### src/rtl/spi_mem_pkg.sv
// Shared types for the SPI memory slave: FSM states and command codes.
package spi_mem_pkg;

   typedef enum logic [3:0] {
      IDLE,
      RW,
      CMD,
      WR_ADDR,
      WR_DATA,
      RD_ADDR,
      RD_DUMMY,
      RD_SHIFT,
      ERR
   } spi_state_t;

   localparam logic [1:0] CMD_WR_ADDR = 2'b00;
   localparam logic [1:0] CMD_WR_DATA = 2'b01;
   localparam logic [1:0] CMD_RD_ADDR = 2'b10;
   localparam logic [1:0] CMD_RD_DATA = 2'b11;

endpackage

### src/rtl/spi_mem_ram.sv
// Single-port word RAM; the read word is captured by the caller's tx
// register on the load edge, so the read path here is address-combinational.
module spi_mem_ram #(
   parameter int DATA_W    = 8,
   parameter int ADDR_W    = 8,
   parameter int MEM_DEPTH = 256
) (
   input  logic              clk,
   input  logic              we,
   input  logic [ADDR_W-1:0] addr,
   input  logic [DATA_W-1:0] din,
   output logic [DATA_W-1:0] rdata
);

   logic [DATA_W-1:0] mem_q [MEM_DEPTH];

   always_ff @(posedge clk) begin
      if (we) begin
         mem_q[addr] <= din;
      end
   end

   assign rdata = mem_q[addr];

endmodule

### src/rtl/spi_mem_slave_p.sv
// SPI slave with on-chip RAM: address/data commands, burst auto-increment,
// and direction/command consistency checking with an error pulse.
module spi_mem_slave_p
   import spi_mem_pkg::*;
#(
   parameter int DATA_W    = 8,
   parameter int ADDR_W    = 8,
   parameter int MEM_DEPTH = 256,
   parameter int AUTO_INC  = 1
) (
   input  logic clk,
   input  logic rst,
   input  logic ss_n,
   input  logic mosi,
   output logic miso,
   output logic frame_err
);

   localparam int CNT_W = $clog2(DATA_W + 1);
   localparam logic [ADDR_W-1:0] LAST   = ADDR_W'(MEM_DEPTH - 1);
   localparam logic [CNT_W-1:0]  D_LAST = CNT_W'(DATA_W - 1);
   localparam logic [CNT_W-1:0]  A_LAST = CNT_W'(ADDR_W - 1);

   spi_state_t        state_q, state_d;
   logic [CNT_W-1:0]  cnt_q, cnt_d;
   logic              rw_q, rw_d;
   logic              cmd0_q, cmd0_d;
   logic [DATA_W-1:0] rx_q, rx_d;
   logic [DATA_W-1:0] tx_q, tx_d;
   logic [ADDR_W-1:0] wr_q, wr_d;
   logic [ADDR_W-1:0] rd_q, rd_d;
   logic              err_q, err_d;

   logic [DATA_W-1:0] rx_nxt;
   logic [DATA_W-1:0] rdata;
   logic [ADDR_W-1:0] addr_in;
   logic [ADDR_W-1:0] wr_inc;
   logic [ADDR_W-1:0] rd_inc;
   logic [ADDR_W-1:0] ram_addr;
   logic [1:0]        cmd;
   logic              we;
   logic              ram_we;

   assign rx_nxt  = {rx_q[DATA_W-2:0], mosi};
   assign addr_in = ADDR_W'(32'(rx_nxt[ADDR_W-1:0]) % MEM_DEPTH);
   assign wr_inc  = (wr_q == LAST) ? '0 : wr_q + 1'b1;
   assign rd_inc  = (rd_q == LAST) ? '0 : rd_q + 1'b1;
   assign cmd     = {cmd0_q, mosi};

   // In RD_SHIFT the only RAM read is the next burst word.
   assign ram_addr = (state_q == RD_SHIFT) ? rd_inc :
                     (state_q == WR_DATA)  ? wr_q   : rd_q;
   assign ram_we   = we & ~rst;

   spi_mem_ram #(
      .DATA_W    (DATA_W),
      .ADDR_W    (ADDR_W),
      .MEM_DEPTH (MEM_DEPTH)
   ) u_ram (
      .clk   (clk),
      .we    (ram_we),
      .addr  (ram_addr),
      .din   (rx_nxt),
      .rdata (rdata)
   );

   always_comb begin
      state_d = state_q;
      cnt_d   = cnt_q;
      rw_d    = rw_q;
      cmd0_d  = cmd0_q;
      rx_d    = rx_q;
      tx_d    = tx_q;
      wr_d    = wr_q;
      rd_d    = rd_q;
      err_d   = 1'b0;
      we      = 1'b0;
      if (ss_n) begin
         state_d = IDLE;
         cnt_d   = '0;
         tx_d    = '0;
      end else begin
         unique case (state_q)
            IDLE: begin
               state_d = RW;
               cnt_d   = '0;
            end
            RW: begin
               rw_d    = mosi;
               state_d = CMD;
            end
            CMD: begin
               cmd0_d = mosi;
               cnt_d  = cnt_q + 1'b1;
               if (cnt_q != '0) begin
                  cnt_d = '0;
                  if (rw_q != cmd[1]) begin
                     state_d = ERR;
                     err_d   = 1'b1;
                  end else begin
                     unique case (cmd)
                        CMD_WR_ADDR: state_d = WR_ADDR;
                        CMD_WR_DATA: state_d = WR_DATA;
                        CMD_RD_ADDR: state_d = RD_ADDR;
                        CMD_RD_DATA: state_d = RD_DUMMY;
                     endcase
                  end
               end
            end
            // ERR also serves as the sink for bits after a finished frame.
            WR_ADDR: begin
               rx_d  = rx_nxt;
               cnt_d = cnt_q + 1'b1;
               if (cnt_q == A_LAST) begin
                  wr_d    = addr_in;
                  state_d = ERR;
               end
            end
            RD_ADDR: begin
               rx_d  = rx_nxt;
               cnt_d = cnt_q + 1'b1;
               if (cnt_q == A_LAST) begin
                  rd_d    = addr_in;
                  state_d = ERR;
               end
            end
            WR_DATA: begin
               rx_d  = rx_nxt;
               cnt_d = cnt_q + 1'b1;
               if (cnt_q == D_LAST) begin
                  we    = 1'b1;
                  cnt_d = '0;
                  if (AUTO_INC != 0) wr_d = wr_inc;
                  else state_d = ERR;
               end
            end
            RD_DUMMY: begin
               cnt_d = cnt_q + 1'b1;
               if (cnt_q == D_LAST) begin
                  tx_d    = rdata;
                  cnt_d   = '0;
                  state_d = RD_SHIFT;
               end
            end
            RD_SHIFT: begin
               tx_d  = tx_q << 1;
               cnt_d = cnt_q + 1'b1;
               if (cnt_q == D_LAST) begin
                  cnt_d = '0;
                  if (AUTO_INC != 0) begin
                     rd_d = rd_inc;
                     tx_d = rdata;
                  end else begin
                     tx_d    = '0;
                     state_d = ERR;
                  end
               end
            end
            ERR: ;
            default: state_d = IDLE;
         endcase
      end
   end

   always_ff @(posedge clk) begin
      if (rst) begin
         state_q <= IDLE;
         cnt_q   <= '0;
         rw_q    <= 1'b0;
         cmd0_q  <= 1'b0;
         rx_q    <= '0;
         tx_q    <= '0;
         wr_q    <= '0;
         rd_q    <= '0;
         err_q   <= 1'b0;
      end else begin
         state_q <= state_d;
         cnt_q   <= cnt_d;
         rw_q    <= rw_d;
         cmd0_q  <= cmd0_d;
         rx_q    <= rx_d;
         tx_q    <= tx_d;
         wr_q    <= wr_d;
         rd_q    <= rd_d;
         err_q   <= err_d;
      end
   end

   assign miso      = tx_q[DATA_W-1];
   assign frame_err = err_q;

endmodule

### config.mk
export PLATFORM = sky130hd
export DESIGN_NAME = spi_mem_slave_p
export DESIGN_NICKNAME = d
export VERILOG_FILES = /design/src/rtl/spi_mem_pkg.sv /design/src/rtl/spi_mem_ram.sv /design/src/rtl/spi_mem_slave_p.sv
export SDC_FILE = /design/constraint.sdc
export NUM_CORES = 2
export LEC_CHECK = 0
export BUFFER_PORTS_ARGS = -buffer_cell sky130_fd_sc_hd__buf_2
export CAP_MARGIN = 20
export CORE_ASPECT_RATIO = 1.25
export CORE_MARGIN = 4
export CORE_UTILIZATION = 48
export DETAILED_ROUTE_END_ITERATION = 7
export GPL_ROUTABILITY_DRIVEN = 0
export MAX_ROUTING_LAYER = met4
export PLACE_DENSITY = 0.71
export SLEW_MARGIN = 20
export SYNTH_ARGS = -nofsm -noshare
export SYNTH_HDL_FRONTEND = slang
export SYNTH_SLANG_ARGS = --single-unit
### constraint.sdc
create_clock -name clk -period 5.5 [get_ports clk]
set_input_delay 1.1 -clock clk [delete_from_list [all_inputs] [get_ports clk]]
set_output_delay 1.1 -clock clk [all_outputs]
set_load 0.03 [all_outputs]
==> results.md <==
* Outcome: finished, violations left
* Failing checks: design-rule violations
* HP Class: register to register
* Total core area at approximately 0.17 sq mm
* Die Area at ~0.18 sq mm
* All-Layer GR Usage at 24.86%
* TritonCTS clock tree: yes
* Post-synth ARST share at 0%
* Fin Setup TNS at 0 ps
* Max-slew violations at 0
* Most common cell after layout, fill and taps aside: edfxtp_1
* Maximum clock path buffer count at 3
* Syn avg cell area at around 20 sq um
* Sequential Power Share at between 50% and 60%
* Crit end category: register
* P_int at ~24 mW
* P_leak at around 29 nW
* Final hold violations at 0
* Total Routed Length at 214100 um
* Switching share of power at 19.32%
* Root buffer cell: clkbuf_16
* Cells after Synth at slightly above 4k
* Vias post-DR at around 44k
* Synth warnings at 0
* Port bufs at 5
* Chip width at between 300 and 400 um
* Util after Layout at roughly 54%
* Skew final at ~34 ps
* Post-synth EDFFs at around 2.0k
* Worst Path Max Fanout at 20
* Area delta synth->final at 12.00%
* Routed length per placed instance at ~32 um
* Worst-path clk slew at around 70 ps
* Placed insts at ~6.4k
* Critical path arrival at 5550 ps
* Synth Net Count at just over 4k
* H-tree Lvls at 4
* Starting DRT DRC Count at about 6.4k
* CTS sink count at between 2k and 2.5k
* Finish-stage setup viols at 0
* Fin crit period at a little over 5000 ps
* Post-synthesis sequential area ratio at between 70% and 80%
* Largest net degree at the start of global routing at between 200 and 250
* Finished Layout Cells at about 6.7k
* Number of CTS-inserted buffers at around 180
* Fmax at just under 0.2 GHz
* Row cnt at 169
* Post-route clock period utilization at about 93%
* PD cells at ~320 mW/mm^2
* Dpl hpwl at 130700 um
* Initial core utilization at 48.31%
* Die height at around 470 um
* Post-cts sizing count at 0
* IO Pins at 6
* Vias in the first global route at 43.31k
* Antenna viol nets, final at 0
* Final nets at between 4k and 5k
* Vias/cell at about 6.5
* Synthesized flop and latch total at about 2.1k
* Combinational share of power at 0.6%
* Worst-Margin Slew at around 1200 ps
* Postcts setup bufs at 0
* Required time worst endpoint at between 5000 and 6000 ps
* Filler cells at around 13k
* Crit path launch type: register
* Top FF cell, synth: edfxtp_1
* RSZ-0062 raised after global routing: false
* Sw power at about 5.7 mW
* Clk pwr share at 41.5%
* Worst-Skew Late Latency at 830 ps
* Most frequent cells in the layout: edfxtp_1 (2048), mux4_2 (474), nor2_1 (337)
* 1st-pass router iterations at 8
* Worst vdd rail ir drop at 0.2534 mV
* Setup WS post-layout at around 380 ps
* Worst slack at placement at about 600 ps
* Remaining global-route overflow at 0
* Global-route wire length before repair at 310100 um
* Hold buffers post-CTS at 0
* Synth cell types at between 80 and 90
* Setup Crit Path Kind: register to register
* Max_cap viols at 0
* Initial antenna violation count at 4
* DR DRC count at 16
* Total power at between 20 and 30 mW
* Post-Syn Area at approximately 0.082 sq mm
* Slew HR at between 20% and 30%
* Ratio of cells with drive above 1 in the final layout at 23.60%
[path summary, 6_finish.rpt]
path	cells past startpoint	slack (ps)	from	end
hold / removal	2	480	tx_q[0]	tx_q[0]
setup reg to reg	7	380	state_q[2]	u_ram.mem_q[91][4]
hold reg to reg	2	480	tx_q[0]	tx_q[0]
setup / recovery	7	380	state_q[2]	u_ram.mem_q[91][4]
[state kept, by name (all words and copies together) (netlist names)]
name,count
rd_q,8
cnt_q,4
cmd0_q,1
tx_q,8
frame_err,1
wr_q,8
rw_q,1
rx_q,7
state_q,4
u_ram.mem_q,2048
[Yosys cell counts, types with 6 or more instances]
library cell	n	share of area (%)
nor3_1	21	0.13
a22o_1	33	0.35
buf_4	16	0.15
buf_2	86	0.52
buf_8	7	0.13
nor2_1	342	1.6
a31oi_1	22	0.17
mux4_2	474	13
clkbuf_1	95	0.43
edfxtp_1	2048	75
nand3_1	61	0.37
ha_1	6	0.092
dfxtp_1	42	1.0
buf_1	12	0.055
nand2_1	241	1.1
o22ai_1	29	0.22
inv_1	12	0.055
and3_1	28	0.21
mux2i_1	66	0.81
a221oi_1	48	0.51
o21ai_0	54	0.33
buf_6	25	0.34
a22oi_1	83	0.76
nand4_1	18	0.14
nand2b_1	6	0.046
a21oi_1	83	0.51
buf_12	10	0.24
a211oi_1	19	0.17
o21ai_1	11	0.067
a311oi_1	7	0.075
[power by group through the flow]
stage / Sequential, mW / Clock, mW / Combinational [mW]
final: 17.2 / 12.3 / 0.173
after global routing: 17.2 / 13.2 / 0.179
after CTS: 17.2 / 12.5 / 0.165
after detailed placement: 17.6 / 0 / 0.165
after global placement: 17.6 / 0 / 0.162
after floorplan: 17.6 / 0 / 0.0694
[worst max-delay path, cell delays in order, from the launching register on]
cell and delay, ps:
dfxtp_1 670, and4b_1 530, nand2_1 200, o21ai_0 300, or3b_1 570, nor2_1 750
nand2_1 750, nor2_1 930
[through the flow]
step	hold slack (ps)	area, sq um
floorplan	425.8	82020
global placement	440.9	86130
detailed placement	463.8	86130
CTS	472.0	91760
global route	492.7	91860
finish	480.5	91860
[routing by layer]
layer,global-route usage (%),vias to the layer above,part of all wire [%]
li1,-,17490,-
met1,31.99,22590,36
met2,37.92,2851,48
met3,5.087,581,10
met4,12.57,0,5.7
met5,-,-,0
[area by class of cell]
| class | instances | area, sq um | area share, % |
|---|---|---|---|
| antenna | 4 | 10.01 | 0.01090 |
| inverter | 12 | 45.04 | 0.04903 |
| timing repair buffer | 312 | 2824 | 3.074 |
| multi-input combinational | 1772 | 18210 | 19.83 |
| sequential | 2090 | 62370 | 67.89 |
| clock inverter | 101 | 825.8 | 0.8989 |
| tap | 2223 | 2781 | 3.028 |
| clock buffer | 230 | 4798 | 5.223 |
[kinds of logic after synthesis]
logic type               after synthesis  synth area share, %
buffers and inverters                264                1.937
adder cells (fa/ha/maj)                7               0.1037
AO/OA/AOI/OAI                        450                3.855
AND/OR/NAND/NOR                      763                4.053
multiplexers                         549                14.02
XOR/XNOR                               3              0.03204
flip-flops                          2090                76.00
Power figures use the tool's default switching activity.
